File: config.mk
export PLATFORM = sky130hd
export DESIGN_NAME = ram_fifo_ctrl
export DESIGN_NICKNAME = d
export VERILOG_FILES = /design/src/rtl/ram_fifo_ctrl.sv
export SDC_FILE = /design/constraint.sdc
export NUM_CORES = 1
export LEC_CHECK = 0
export ABC_AREA = 1
export BUFFER_PORTS_ARGS = -buffer_cell sky130_fd_sc_hd__clkbuf_2
export CELL_PAD_IN_SITES_DETAIL_PLACEMENT = 1
export CELL_PAD_IN_SITES_GLOBAL_PLACEMENT = 1
export CORE_ASPECT_RATIO = 0.5
export CORE_UTILIZATION = 43
export CTS_BUF_LIST = sky130_fd_sc_hd__clkbuf_8
export CTS_CLUSTER_DIAMETER = 50
export DETAILED_ROUTE_END_ITERATION = 8
export HOLD_SLACK_MARGIN = 0.02
export PLACE_DENSITY_LB_ADDON = 0.1
export SLEW_MARGIN = 15
export SYNTH_ARGS = -nofsm -noshare
export SYNTH_HDL_FRONTEND = slang
export SYNTH_SLANG_ARGS = --single-unit
File: constraint.sdc
create_clock -name clk -period 8.4 [get_ports clk]
set_input_delay 0.42 -clock clk [delete_from_list [all_inputs] [get_ports clk]]
set_output_delay 0.42 -clock clk [all_outputs]
set_load 0.03 [all_outputs]
File: src/rtl/ram_fifo_ctrl.sv
`default_nettype none
// ============================================================================
//  Module   : ram_fifo_ctrl
//  Purpose  : In-order FIFO controller over an external read-registered
//             simple dual-port RAM, with a 2-entry first-word-fall-through
//             output buffer.
//  Revision : 1.0 - initial release
// ============================================================================
module ram_fifo_ctrl #(
    parameter int WIDTH     = 8,
    parameter int DEPTH     = 2048,
    parameter int ADDR_BITS = 11
) (
    input  logic                   clk,
    input  logic                   rst_n,
    input  logic                   s_valid,
    output logic                   s_ready,
    input  logic [WIDTH-1:0]       s_data,
    output logic                   m_valid,
    input  logic                   m_ready,
    output logic [WIDTH-1:0]       m_data,
    output logic [ADDR_BITS+1:0]   count,
    output logic                   full,
    output logic                   empty,
    output logic                   ram_we,
    output logic [ADDR_BITS-1:0]   ram_w_addr,
    output logic [WIDTH-1:0]       ram_w_data,
    output logic [ADDR_BITS-1:0]   ram_r_addr,
    input  logic [WIDTH-1:0]       ram_r_data
);

    localparam logic [ADDR_BITS:0]   c_depth   = (ADDR_BITS+1)'(DEPTH);
    localparam logic [ADDR_BITS:0]   c_cnt_one = (ADDR_BITS+1)'(1);
    localparam logic [ADDR_BITS-1:0] c_last    = ADDR_BITS'(DEPTH - 1);
    localparam logic [ADDR_BITS-1:0] c_ptr_one = ADDR_BITS'(1);

    logic [ADDR_BITS-1:0] r_wr_ptr;
    logic [ADDR_BITS-1:0] r_rd_ptr;
    logic [ADDR_BITS:0]   r_ram_cnt;
    logic                 r_pend;
    logic [1:0]           r_buf_cnt;
    logic [WIDTH-1:0]     r_buf0;
    logic [WIDTH-1:0]     r_buf1;

    logic                 w_push;
    logic                 w_pop;
    logic                 w_rd;
    logic [2:0]           w_occ;
    logic [1:0]           w_tail;
    logic [1:0]           w_buf_cnt_nxt;
    logic [WIDTH-1:0]     w_buf0_nxt;
    logic [WIDTH-1:0]     w_buf1_nxt;

    assign s_ready = (r_ram_cnt < c_depth);
    assign m_valid = (r_buf_cnt != 2'd0);
    assign full    = ~s_ready;
    assign empty   = ~m_valid;
    assign m_data  = r_buf0;

    assign w_push  = s_valid && s_ready;
    assign w_pop   = m_valid && m_ready;

    // Occupancy the buffer will have once this cycle's pop and landing read settle.
    assign w_occ   = {1'b0, r_buf_cnt} + {2'b00, r_pend} - {2'b00, w_pop};
    assign w_rd    = (r_ram_cnt != '0) && (w_occ < 3'd2);

    assign ram_we     = w_push && rst_n;
    assign ram_w_addr = r_wr_ptr;
    assign ram_w_data = s_data;
    assign ram_r_addr = r_rd_ptr;

    assign count = (ADDR_BITS+2)'(r_ram_cnt)
                 + (ADDR_BITS+2)'(r_pend)
                 + (ADDR_BITS+2)'(r_buf_cnt);

    always_comb begin
        w_tail        = r_buf_cnt - {1'b0, w_pop};
        w_buf0_nxt    = w_pop ? r_buf1 : r_buf0;
        w_buf1_nxt    = r_buf1;
        // Returning RAM word lands behind whatever survives this cycle's pop.
        if (r_pend) begin
            if (w_tail == 2'd0) begin
                w_buf0_nxt = ram_r_data;
            end else begin
                w_buf1_nxt = ram_r_data;
            end
        end
        w_buf_cnt_nxt = w_tail + {1'b0, r_pend};
    end

    always_ff @(posedge clk) begin
        if (!rst_n) begin
            r_wr_ptr  <= '0;
            r_rd_ptr  <= '0;
            r_ram_cnt <= '0;
            r_pend    <= 1'b0;
            r_buf_cnt <= 2'd0;
            r_buf0    <= '0;
            r_buf1    <= '0;
        end else begin
            if (w_push) begin
                r_wr_ptr <= (r_wr_ptr == c_last) ? '0 : r_wr_ptr + c_ptr_one;
            end
            if (w_rd) begin
                r_rd_ptr <= (r_rd_ptr == c_last) ? '0 : r_rd_ptr + c_ptr_one;
            end
            if (w_push && !w_rd) begin
                r_ram_cnt <= r_ram_cnt + c_cnt_one;
            end else if (!w_push && w_rd) begin
                r_ram_cnt <= r_ram_cnt - c_cnt_one;
            end
            r_pend    <= w_rd;
            r_buf_cnt <= w_buf_cnt_nxt;
            r_buf0    <= w_buf0_nxt;
            r_buf1    <= w_buf1_nxt;
        end
    end

endmodule
`default_nettype wire

# Word-level counts from Yosys, hierarchy flattened
# Index checks and enable logic that the tools add are counted.
# Widths: inputs -> output; s select.
[classes]
add_sub_neg = 10
mul = 0
n_div = 0
n_lt_le_gt_ge = 2
eq_ne = 2
shifts = 0
n_mux = 7
n_bitwise = 3
reduce_logical = 13
[op_table]
columns = ["cell", "n"]
rows = [
  ["$mux 12", 2],
  ["$mux 8", 3],
  ["$add 11x1->11 const B", 2],
  ["$eq 11x11->1 const B", 2],
  ["$mux 11", 2],
  ["$add 12x1->13", 1],
  ["$add 13x2->13", 1],
  ["$add 12x1->12 const B", 1],
  ["$lt 12x12->1 const B", 1],
  ["$reduce_bool 12->1", 1],
  ["$sub 12x1->12 const B", 1],
  ["$logic_and 1x1->1", 6],
  ["$reduce_bool 2->1", 2],
  ["$add 2x1->3", 1],
  ["$lt 3x2->1 const B", 1],
  ["$not 1->1", 3],
  ["$sub 3x1->3", 1],
  ["$add 2x1->2", 1],
  ["$logic_not 1->1", 2],
  ["$logic_not 2->1", 1],
  ["$reduce_and 2->1", 1],
  ["$sub 2x1->2", 1],
]
[word_totals]
register_bits = 53
latch_bits = 0
mem_bits_rw = 0
mem_bits_ro = 0
out_inout_bits = 56
n_memories = 0

# Longest topological paths before layout
# Gate-level depths: netlist of run 1.
[depth]
word_depth = 8
depth_mapped = 24
mapped_depth_nobuf = 23

# Least setup slack after synthesis of run 1
# Ideal clock, no wire load.
[synth_timing]
kind = "register to register"
from = "reg r_buf_cnt[1]"
to = "reg r_ram_cnt[8]"
arrival_ns = 4.339
slack_ns = 3.952
path_stages_with_launch = 22
path_buffers = 1
synth_period_minus_slack_ns = 4.448
cell_sequence = "dfxtp_1 nor2_1 inv_1 nand2_2 inv_2 ha_1 or2_2 fa_1 xnor2_1 nand2_1 o21bai_4 buf_6 ha_1 inv_1 ha_1 a21oi_1 nor2_1 nor2_1 a21o_1 nand3_1 nand2_1 inv_1"
[synth_between]
elab_chain_cells = 8
word_cells_on_any_way = 11
classes_between = "add/sub: 2; order compare: 1; mux: 1; reduce/logical: 7"
[synth_lines]
columns = ["item", "line_no", "rtl"]
rows = [
  ["start: declaration", "41", "logic [1:0] r_buf_cnt;"],
  ["start signal: assignment", "113", "r_buf_cnt <= w_buf_cnt_nxt;"],
  ["$reduce_bool 2->1 *", "55", "assign m_valid = (r_buf_cnt != 2'd0);"],
  ["net m_valid", "19", "output logic m_valid,"],
  ["$logic_and 1x1->1 *", "61", "assign w_pop = m_valid && m_ready;"],
  ["$sub 3x1->3 *", "64", "assign w_occ = {1'b0, r_buf_cnt} + {2'b00, r_pend} - {2'b00, w_pop};"],
  ["$lt 3x2->1 *", "65", "assign w_rd = (r_ram_cnt != '0) && (w_occ < 3'd2);"],
  ["$logic_and 1x1->1 *", "65", ""],
  ["$logic_not 1->1", "107", "if (w_push && !w_rd) begin"],
  ["$logic_and 1x1->1", "107", ""],
  ["$mux 12 / $reduce_bool 2->1 (equally long branches)", "n/a", ""],
  ["end signal: assignment", "108", "r_ram_cnt <= r_ram_cnt + c_cnt_one;"],
  ["end signal: assignment", "110", "r_ram_cnt <= r_ram_cnt - c_cnt_one;"],
  ["end: declaration", "39", "logic [ADDR_BITS:0] r_ram_cnt;"],
]
# The timed path passes the listed nets; every way through them passes the cells marked *.
# A chain may end at the register's enable or synchronous reset.

# Worst setup path after layout of run 1
[layout_timing]
from = "reg r_buf_cnt[1]"
to = "reg r_ram_cnt[7]"
[layout_between]
elab_chain_cells = 8
word_cells_on_any_way = 11
classes_between = "add/sub: 2; order compare: 1; mux: 1; reduce/logical: 7"
[layout_lines]
columns = ["item", "line_no"]
rows = [
  ["parallel branches: the longest is 2 deep, another holds $add 2x1->3", "n/a"],
  ["$sub 3x1->3 *", "64"],
  ["$lt 3x2->1 *", "65"],
  ["$logic_and 1x1->1 *", "65"],
  ["$logic_not 1->1", "107"],
  ["$logic_and 1x1->1", "107"],
  ["$mux 12 / $reduce_bool 2->1 (equally long branches)", "n/a"],
]
# Every way passes the cells marked *.

==> metrics.csv, run 1 <==
stage,metric,value,unit
cts,CTS Sinks,53,
global_routing,vias in the first global route,3301,
die,Starting Density,0.4611,
logic_synthesis,#FFs+latches synth,53,
sta,Max-slew headroom,0.4129,
critical_path,crit path max-delay cell type,dfxtp_1,
pwr,clock share of power,0.083,
die,IO Pins,76,
cts,H-tree depth,2,
global_routing,gr ovfl total,0,
layout,layout cells sized above 1,0.1664,
drt,Vias per Instance,4.935,
logic_synthesis,"EDFF count, synth",0,
pwr,switching pwr,0.001014,W
critical_path,CP endpoint kind,register,
pwr,power per cell area,460.6,mW/mm²
sta,worst slew pin tran,0.8774,ns
logic_synthesis,syn_nets,565,
global_routing,Tot GR Track Use,0.2315,
critical_path,worst r2r path cells,21,
critical_path,Setup CP Type,register to register,
placed_design,routability cong.,0.8185,
drt,Residual DRC,0,
logic_synthesis,Post-Syn Area,0.003516,mm²
cts,setup bufs post-CTS,0,
layout,final instance area,0.003916,mm²
drt,final WL,9244,µm
die,die area,0.008564,mm²
placed_design,DP HPWL,7140,µm
critical_path,Crit Path Max Fanout,13,
die,Core Area,0.007625,mm²
drt,TritonRoute pass-1 iters,4,
drt,Via Count,3351,
sta,Final Hold Vio Count,0,
global_routing,initial antenna violation count,0,
critical_path,crit-path most repeated cell,nand2_1,
pwr,combinational fraction of design power,0.698,
logic_synthesis,Syn Area/Cell,6.723,µm²
sta,setup TNS,0,ns
hold_path,Worst Hold Class,input pin to register,
sta,Slew Limit Fails,0,
logic_synthesis,main flop type after synthesis,dfxtp_1,
logic_synthesis,Gate Count Post-Synth,523,
logic_synthesis,fraction of registers with async set/reset,0,
pwr,Sw Ratio,0.5621,
pwr,sequential share of power,0.219,
critical_path,CP Cell Sequence,nor2_1 > inv_1 > nand2_2 > inv_2 > ha_1 > or2_2 > fa_1 > xnor2_1 > nand2_1 > o21bai_4 > ha_1 > inv_1 > ha_1 > nand2_1 > nand3_1 > nand2_1 > nand2_1 > xnor2_1 > nand2_1 > nand2_1 > inv_1,
critical_path,CP Data Required Time,8.63,ns
cts,Post-CTS Hold Buffers,0,
logic_synthesis,post-synthesis sequential area ratio,0.3018,
cts,CTS Buf Count,5,
placed_design,IO Port Bufs,59,
drt,initial DRC count,104,
flow_run,max cap viols,0,
logic_synthesis,"area leader, netlist",dfxtp_1,
drt,Antenna Nets Post-Route,0,
logic_synthesis,share of the synthesized area in the top cell type,0.3018,
layout,post-route core utilization,0.5136,
sta,RSZ-0062 raised after global routing,false,
layout,nets,613,
critical_path,CP Buf/Inv Count,4,
status,outcome,finished clean,
critical_path,crit-path max cell delay,0.50,ns
global_routing,largest net degree at the start of global routing,38,
hold_path,Hold Crit Depth,3,
drt,drt wl/cell,13.61,µm
global_routing,global-route wire length before repair,15280,µm
cts,Resized cells post-CTS,0,
pwr,peak supply drop,0.1613,mV
critical_path,Startpoint Class,register,
pwr,leakage power total,1.971,nW
cts,CTS tree,done,
layout,# diodes,0,
logic_synthesis,Synth Warn #,0,
pwr,total power,0.001804,W
critical_path,CP top delay family,adder cells,
sta,f_max,233.9,MHz
cts,Clock Path Buffers,2,
die,Die Height,65.94,µm
die,Die W,129.9,µm
cts,insertion delay to the later sink of the worst-skew pair,0.32,ns
logic_synthesis,"top cells by area, synth","dfxtp_1, nand2_1, inv_1, ha_1, a21oi_1",
logic_synthesis,synth unique cells,38,
sta,final setup violation count,0,
placed_design,DP Area,0.003831,mm²
die,# rows,22,
layout,Area growth syn-to-layout,11.39,%
cts,clock-pin slew of the registers on the worst-case setup and hold paths,0.10,ns
critical_path,Critical Path Stages,21,
critical_path,Critical Path AT,4.50,ns
pwr,Pint,0.0007899,W
sta,final worst-path cycle share,0.5089,
sta,min cycle time layout,4.275,ns
sta,Layout Skew,0.008325,ns
cts,Root Driver,clkbuf_8,
[layout make-up]
class / count / area [µm²]
clock buffer: 5 / 68.82
clock inverter: 2 / 16.27
fill: 1083 / 3709
inverter: 88 / 334.1
multi-input combinational: 364 / 2006
sequential: 53 / 1061
tap: 108 / 135.1
timing repair buffer: 59 / 295.3
[stage by stage]
stage	std cells	worst slack, ns	hold slack, ns
floorplan	523	3.952	0.4995
global placement	672	4.216	0.4866
detailed placement	672	4.140	0.4895
CTS	679	4.099	0.3214
global route	679	3.692	0.3292
finish	679	4.125	0.3313
[per-layer routing]
| metal | part of all wire | GRT usage | vias up |
|---|---|---|---|
| met5 | 0 | 0 | - |
| met4 | 0.0097 | 0.05523 | 0 |
| met3 | 0.029 | 0.04045 | 12 |
| met2 | 0.46 | 0.4044 | 39 |
| met1 | 0.50 | 0.2976 | 1564 |
| li1 | - | - | 1736 |
[worst min-delay path, cell delays in order]
cell,delay (ns)
clkbuf_2,0.08
inv_1,0.06
a21oi_1,0.05
[final timing paths]
check / start / slack [ns] / end
min: ram_r_data[6] / 0.33 / r_buf1[6]
max: r_buf_cnt[1] / 4.13 / r_ram_cnt[7]
max reg2reg: r_buf_cnt[1] / 4.13 / r_ram_cnt[7]
min reg2reg: ram_r_addr[10] / 0.51 / ram_r_addr[10]
[sequential cells by signal, summed over array words and instances (netlist names)]
name / flops
r_ram_cnt: 12
ram_r_addr: 11
ram_w_addr: 11
m_data: 8
r_buf1: 8
r_buf_cnt: 2
r_pend: 1
[cells in the final DEF, fill, tap and decap left out, types with 2 or more instances in the layout]
cell type  instances
nor3_1             5
xnor2_1            6
ha_1              18
nand2_2            2
or2_2              2
clkbuf_2          59
a21o_1             2
nand4_1            8
dfxtp_1           53
o21ai_1            4
o21ai_0           20
clkbuf_8           5
xor2_1            16
nand3_1           39
nor2_2             7
inv_2              3
fa_1               4
nand2_1          120
nor2_1            52
nor3_2             3
inv_1             83
nand3_2            4
a21oi_1           42
[cell usage after synthesis, types with 5 or more instances]
library cell  instances
nor2_1               52
dfxtp_1              53
o21ai_0              20
nand2_1             120
nor2_2                7
a21oi_1              42
nand4_1               8
buf_4                 8
xor2_1               16
xnor2_1               6
inv_1                83
nand3_1              39
nor3_1                5
ha_1                 18
[power by group through the flow]
stage / Clock (W) / Sequential (W) / Combinational [W]
5_1_grt: 0.000165 / 0.000404 / 0.00142
3_5_place_dp: 0 / 0.000400 / 0.00126
2_1_floorplan: 0 / 0.000426 / 0.000974
3_3_place_gp: 0 / 0.000398 / 0.00123
4_1_cts: 0.000157 / 0.000394 / 0.00127
6_report: 0.000150 / 0.000394 / 0.00126
[cell families after synthesis]
group           count (synthesis)  synth area share
xor+xnor                       22           0.05480
buf+inv                       106            0.1278
flops                          53            0.3018
simple gates                  249            0.3206
compound gates                 71            0.1082
fa+ha+maj                      22           0.08683
No activity file was read; power rests on OpenSTA's default activity.
==> run 2, diff against run 1 <==
--- a/config.mk
+++ b/config.mk
@@ -10,7 +10,7 @@
 export CELL_PAD_IN_SITES_DETAIL_PLACEMENT = 1
 export CELL_PAD_IN_SITES_GLOBAL_PLACEMENT = 1
 export CORE_ASPECT_RATIO = 0.5
-export CORE_UTILIZATION = 43
+export CORE_UTILIZATION = 36
 export CTS_BUF_LIST = sky130_fd_sc_hd__clkbuf_8
 export CTS_CLUSTER_DIAMETER = 50
 export DETAILED_ROUTE_END_ITERATION = 8
==> constraint.sdc (replaced) <==
create_clock -name clk -period 3.8 [get_ports clk]
set_input_delay 0.19 -clock clk [delete_from_list [all_inputs] [get_ports clk]]
set_output_delay 0.19 -clock clk [all_outputs]
set_load 0.03 [all_outputs]
==> run 2 against run 1 <==
Setup slack got worse by 3.9 ns. Critical path depth grew 2. Critical path type unchanged. Design area increased by 6.1%. Clock-buffer cell count stayed put. First-iteration DRC count down 5.8%. Maximum frequency rose by 20%. Total power rose by 150%. Register-to-register slack lost 3.9 ns.
==> metrics.csv, run 2 (synthesis gave the netlist of run 1 again) <==
stage,metric,value,unit
layout,# diodes,0,
status,outcome,finished clean,
die,Die Height,71.88,µm
sta,final worst-path cycle share,0.9370,
layout,max reg flops,12,
hold_path,Hold Startpoint,ram_r_data[2],
sta,min cycle time layout,3.561,ns
drt,Antenna Nets Post-Route,0,
global_routing,Tot GR Track Use,0.1944,
global_routing,GRT met2 Usage,0.3164,
drt,final WL,9627,µm
layout,layout cells sized above 1,0.2045,
cts,insertion delay to the later sink of the worst-skew pair,0.33,ns
cts,CTS Buf Count,5,
cts,H-tree depth,2,
cts,Clock Path Buffers,2,
placed_design,DP HPWL,7041,µm
die,die area,0.01019,mm²
drt,initial DRC count,98,
layout,Reg with most FFs,r_ram_cnt,
sta,worst slew pin tran,0.9607,ns
drt,TritonRoute pass-1 iters,4,
global_routing,initial antenna violation count,0,
placed_design,IO Port Bufs,59,
sta,f_max,280.8,MHz
die,IO Pins,76,
global_routing,met1 Use GR,0.2677,
layout,Area growth syn-to-layout,18.19,%
drt,drt wl/cell,13.43,µm
critical_path,Critical Path AT,3.80,ns
global_routing,met3 GRT Util,0.03944,
critical_path,CP endpoint kind,register,
critical_path,Setup CP Type,register to register,
sta,Layout Skew,0.01325,ns
layout,final instance area,0.004155,mm²
sta,Hold WS,0.08143,ns
die,Starting Density,0.3710,
layout,nets,623,
drt,Via Count,3417,
global_routing,vias in the first global route,3186,
sta,final setup violation count,0,
hold_path,Worst Hold Class,input pin to register,
cts,CTS Sinks,53,
pwr,peak supply drop,0.3308,mV
sta,Max-slew headroom,0.3561,
pwr,leakage power total,2.038,nW
die,Core Area,0.009478,mm²
cts,Root Driver,clkbuf_8,
flow_run,max cap viols,0,
drt,Vias per Instance,4.766,
layout,"commonest non-fill, non-tap cell in the layout",nand2_1,
layout,"commonest cells after routing, fill and taps aside","nand2_1, inv_1, clkbuf_2, dfxtp_1, nor2_1",
sta,Slew Limit Fails,0,
global_routing,gr ovfl total,0,
layout,register area,0.001062,mm²
global_routing,global-route wire length before repair,15510,µm
critical_path,CP Data Required Time,4.04,ns
placed_design,DP Area,0.003914,mm²
placed_design,routability cong.,0.8507,
global_routing,most used routing layer,met2,
drt,Residual DRC,0,
critical_path,Crit Path Max Fanout,10,
critical_path,Startpoint Class,register,
global_routing,largest net degree at the start of global routing,38,
pwr,power per cell area,1066,mW/mm²
die,# rows,25,
cts,CTS tree,done,
cts,clock-pin slew of the registers on the worst-case setup and hold paths,0.12,ns
layout,fill count,1250,
critical_path,Reg-to-Reg Start,r_buf_cnt[0],
sta,Final Hold Vio Count,0,
die,Die W,141.8,µm
cts,Post-CTS Hold Buffers,0,
critical_path,CP Launch Point,r_buf_cnt[0],
layout,footprint of the multi-input gates,0.002102,mm²
## run 2: cell count changes in the layout (fill, tap and decap cells not counted), moves of 2 or more
cell	before	now
inv_1	83	81
inv_4	1	4
buf_4	0	8
nor2_1	52	50
ha_1	18	12
ha_4	0	6
## run 2: routing by layer
layer,up-vias,share of wire
met5,-,0
met4,0,0.013
met3,15,0.030
met2,41,0.45
met1,1602,0.51
li1,1759,-
## run 2: area by class of cell
class / instances / area share
clock buffers: 5 / 0.01656
clock inverters: 3 / 0.006926
inverters: 88 / 0.08220
multi-input cells: 364 / 0.5059
flip-flops and latches: 53 / 0.2556
well taps: 135 / 0.04065
repair buffers: 68 / 0.09033
repair inverters: 1 / 0.001807
## run 2: per-stage QoR
step,util,cells,TNS [ns],setup WS [ns],total power [W]
floorplan,-,523,0,0.005407,0.003124
global placement,0.4129,703,0,0.2175,0.003742
detailed placement,0.4129,703,0,0.1002,0.003781
CTS,0.4232,711,0,0.06101,0.004169
global route,0.4384,717,-0.05556,-0.02866,0.004885
finish,0.4384,717,0,0.2393,0.004430
## run 2: where the power goes
part | switching [W] | internal, W
Combinational | 0.00202 | 0.00116
Clock | 0.000231 | 0.000139
Sequential | 0.000165 | 0.000715
Total | 0.00241 | 0.00202
## run 2: critical path, cell delays in order, from the launching register on
cell and delay (ns):
dfxtp_2 0.35, nor2_4 0.13, inv_4 0.05, nand2_4 0.06, inv_4 0.06, ha_1 0.27
or2_2 0.31, fa_1 0.38, xnor2_1 0.13, nand2_1 0.09, o21bai_4 0.14, ha_4 0.22
clkinvlp_4 0.13, buf_4 0.17, ha_4 0.25, buf_4 0.14, nand2_1 0.06, nand2_1 0.05
a21oi_1 0.16, nand3_1 0.10, nand2_1 0.06, nand3_1 0.06, nand2_1 0.07, inv_1 0.03
## run 2: path summary, 6_finish.rpt
kind,endpoint,depth (start not counted),slack (ns)
max,r_ram_cnt[10],23,0.24
max reg2reg,r_ram_cnt[10],23,0.24
min reg2reg,ram_r_addr[10],2,0.50
min,r_buf1[2],3,0.08
## run 2: what timing repair did
item / CTS / global route
setup endpoints to repair: 0 / 9
gates resized for setup: 0 / 13
setup buffers: 0 / 5
hold endpoints to repair: 0 / 0
==> run 3, diff against run 2 <==
--- a/config.mk
+++ b/config.mk
@@ -10,7 +10,7 @@
 export CELL_PAD_IN_SITES_DETAIL_PLACEMENT = 1
 export CELL_PAD_IN_SITES_GLOBAL_PLACEMENT = 1
 export CORE_ASPECT_RATIO = 0.5
-export CORE_UTILIZATION = 36
+export CORE_UTILIZATION = 35
 export CTS_BUF_LIST = sky130_fd_sc_hd__clkbuf_8
 export CTS_CLUSTER_DIAMETER = 50
 export DETAILED_ROUTE_END_ITERATION = 8
==> constraint.sdc (replaced) <==
create_clock -name clk -period 3.33 [get_ports clk]
set_input_delay 0.1665 -clock clk [delete_from_list [all_inputs] [get_ports clk]]
set_output_delay 0.1665 -clock clk [all_outputs]
set_load 0.03 [all_outputs]
==> run 3 against run 2 <==
Maximum frequency rose by 8.5%. Clock skew down 0.0076 ns. Die area up 2.8%. Design area is 7.5% higher. Routed wire length is 5.7% higher. Core utilization up 2.7 points. Register-to-register slack worse by 0.19 ns. Via count up 0.15%. Non-clock buffer count up 9. Final cell count increased by 1.1%. Largest cell class unchanged.
==> metrics.csv, run 3 (synthesis gave the netlist of run 1 again) <==
stage,metric,value,unit
cts,Clock Path Buffers,2,
global_routing,Tot GR Track Use,0.2049,
critical_path,Critical Path AT,3.51,ns
global_routing,vias in the first global route,3395,
drt,Vias per Instance,4.720,
drt,TritonRoute pass-1 iters,4,
die,Core Area,0.009603,mm²
cts,clock-pin slew of the registers on the worst-case setup and hold paths,0.11,ns
sta,Final Hold Vio Count,0,
sta,Max-slew headroom,0.4994,
sta,final worst-path cycle share,0.9853,
cts,CTS Buf Count,5,
critical_path,CP endpoint kind,register,
critical_path,Crit Path Max Fanout,6,
layout,nets,632,
drt,drt wl/cell,14.04,µm
global_routing,largest net degree at the start of global routing,38,
critical_path,Startpoint Class,register,
sta,Slew Limit Fails,0,
layout,# diodes,0,
cts,Post-CTS Hold Buffers,0,
drt,Residual DRC,0,
critical_path,Setup CP Type,register to register,
die,Die Height,72.87,µm
drt,Via Count,3422,
layout,fill count,1260,
critical_path,crit-path most repeated cell,ha_4,
critical_path,crit path max-delay cell type,fa_2,
cts,CTS Sinks,53,
cts,CTS tree,done,
cts,Root Driver,clkbuf_8,
sta,min cycle time layout,3.281,ns
layout,"commonest non-fill, non-tap cell in the layout",nand2_1,
layout,"commonest cells after routing, fill and taps aside","nand2_1, inv_1, clkbuf_2, dfxtp_1, nor2_1",
critical_path,crit-path max cell delay,0.40,ns
die,IO Pins,76,
layout,max reg flops,12,
die,die area,0.01047,mm²
placed_design,DP HPWL,7439,µm
sta,final setup violation count,0,
sta,worst slew pin tran,0.7498,ns
sta,RSZ-0062 raised after global routing,true,
drt,initial DRC count,124,
critical_path,CP Cell Sequence,nor2_4 > inv_4 > nand2_8 > inv_6 > ha_4 > or2_4 > fa_2 > xnor2_2 > nand2_2 > o21bai_4 > ha_4 > clkinv_8 > ha_4 > nand3_4 > nand3_4 > inv_4 > nor2_4 > nor2_1 > nand2_1 > nand3_2 > nand2_2 > inv_1,
placed_design,routability cong.,0.8352,
die,Starting Density,0.3661,
critical_path,CP Data Required Time,3.56,ns
sta,Layout Skew,0.005702,ns
sta,Hold WS,0.08150,ns
global_routing,initial antenna violation count,0,
die,# rows,25,
layout,layout cells sized above 1,0.2831,
drt,Antenna Nets Post-Route,0,
cts,H-tree depth,2,
layout,Reg with most FFs,r_ram_cnt,
cts,insertion delay to the later sink of the worst-skew pair,0.31,ns
placed_design,IO Port Bufs,59,
global_routing,global-route wire length before repair,16620,µm
global_routing,gr ovfl total,0,
sta,f_max,304.8,MHz
flow_run,max cap viols,0,
drt,final WL,10180,µm
status,outcome,finished clean,
layout,Area growth syn-to-layout,27.01,%
die,Die W,143.7,µm
hold_path,Worst Hold Class,input pin to register,
run 3: timing repair:
action | in CTS | in global routing
resized for setup | 0 | 39
setup endpoints to repair | 0 | 8
setup buffers | 0 | 13
run 3: cell type report:
cell class                 count  area [µm²]  share of cell area
timing repair buffer          77       430.4             0.09639
sequential                    53        1066              0.2387
inverter                      88       356.6             0.07985
multi-input combinational    364        2349              0.5259
tap                          135       168.9             0.03783
timing repair inverter         1       11.26            0.002522
clock inverter                 2       15.01            0.003362
clock buffer                   5       68.82             0.01541
run 3: through the flow:
step | area (µm²) | setup TNS, ns | utilization | std cells | worst slack [ns]
global route | 4466 | -0.5588 | 0.4650 | 725 | -0.1124
floorplan | 3752 | -0.5565 | - | 523 | -0.1170
global placement | 4139 | 0 | 0.4310 | 704 | 0.08194
CTS | 4223 | 0 | 0.4397 | 711 | 0.01633
finish | 4466 | 0 | 0.4650 | 725 | 0.04903
detailed placement | 4139 | 0 | 0.4310 | 704 | 0.04512
run 3: final timing paths:
check / startpoint / cells after the start / slack (ns) / to
worst min-delay path: ram_r_data[4] / 3 / 0.08 / r_buf1[4]
worst min register to register: ram_r_addr[10] / 2 / 0.50 / ram_r_addr[10]
worst max register to register: r_buf_cnt[1] / 22 / 0.05 / r_ram_cnt[5]
worst max-delay path: r_buf_cnt[1] / 22 / 0.05 / r_ram_cnt[5]
run 3: worst max-delay path, delay by kind of cell (launching register included):
family                   cells  cell delay, ns
adder cells (fa/ha/maj)      4            1.20
AND/OR/NAND/NOR             11            1.07
flip-flops                   1            0.37
buffers and inverters        5            0.29
XOR/XNOR                     1            0.14
AO/OA/AOI/OAI                1            0.13
run 3: layer usage:
metal,vias up,part of all wire,global-route usage
met5,-,0,0
met4,0,0.0079,0.04610
met3,6,0.021,0.03478
met2,35,0.45,0.3350
met1,1612,0.52,0.2838
li1,1769,-,-
Power of run 3 is not shown: default switching activity piles up to over one toggle a cycle in this logic, so the estimate is an artifact.
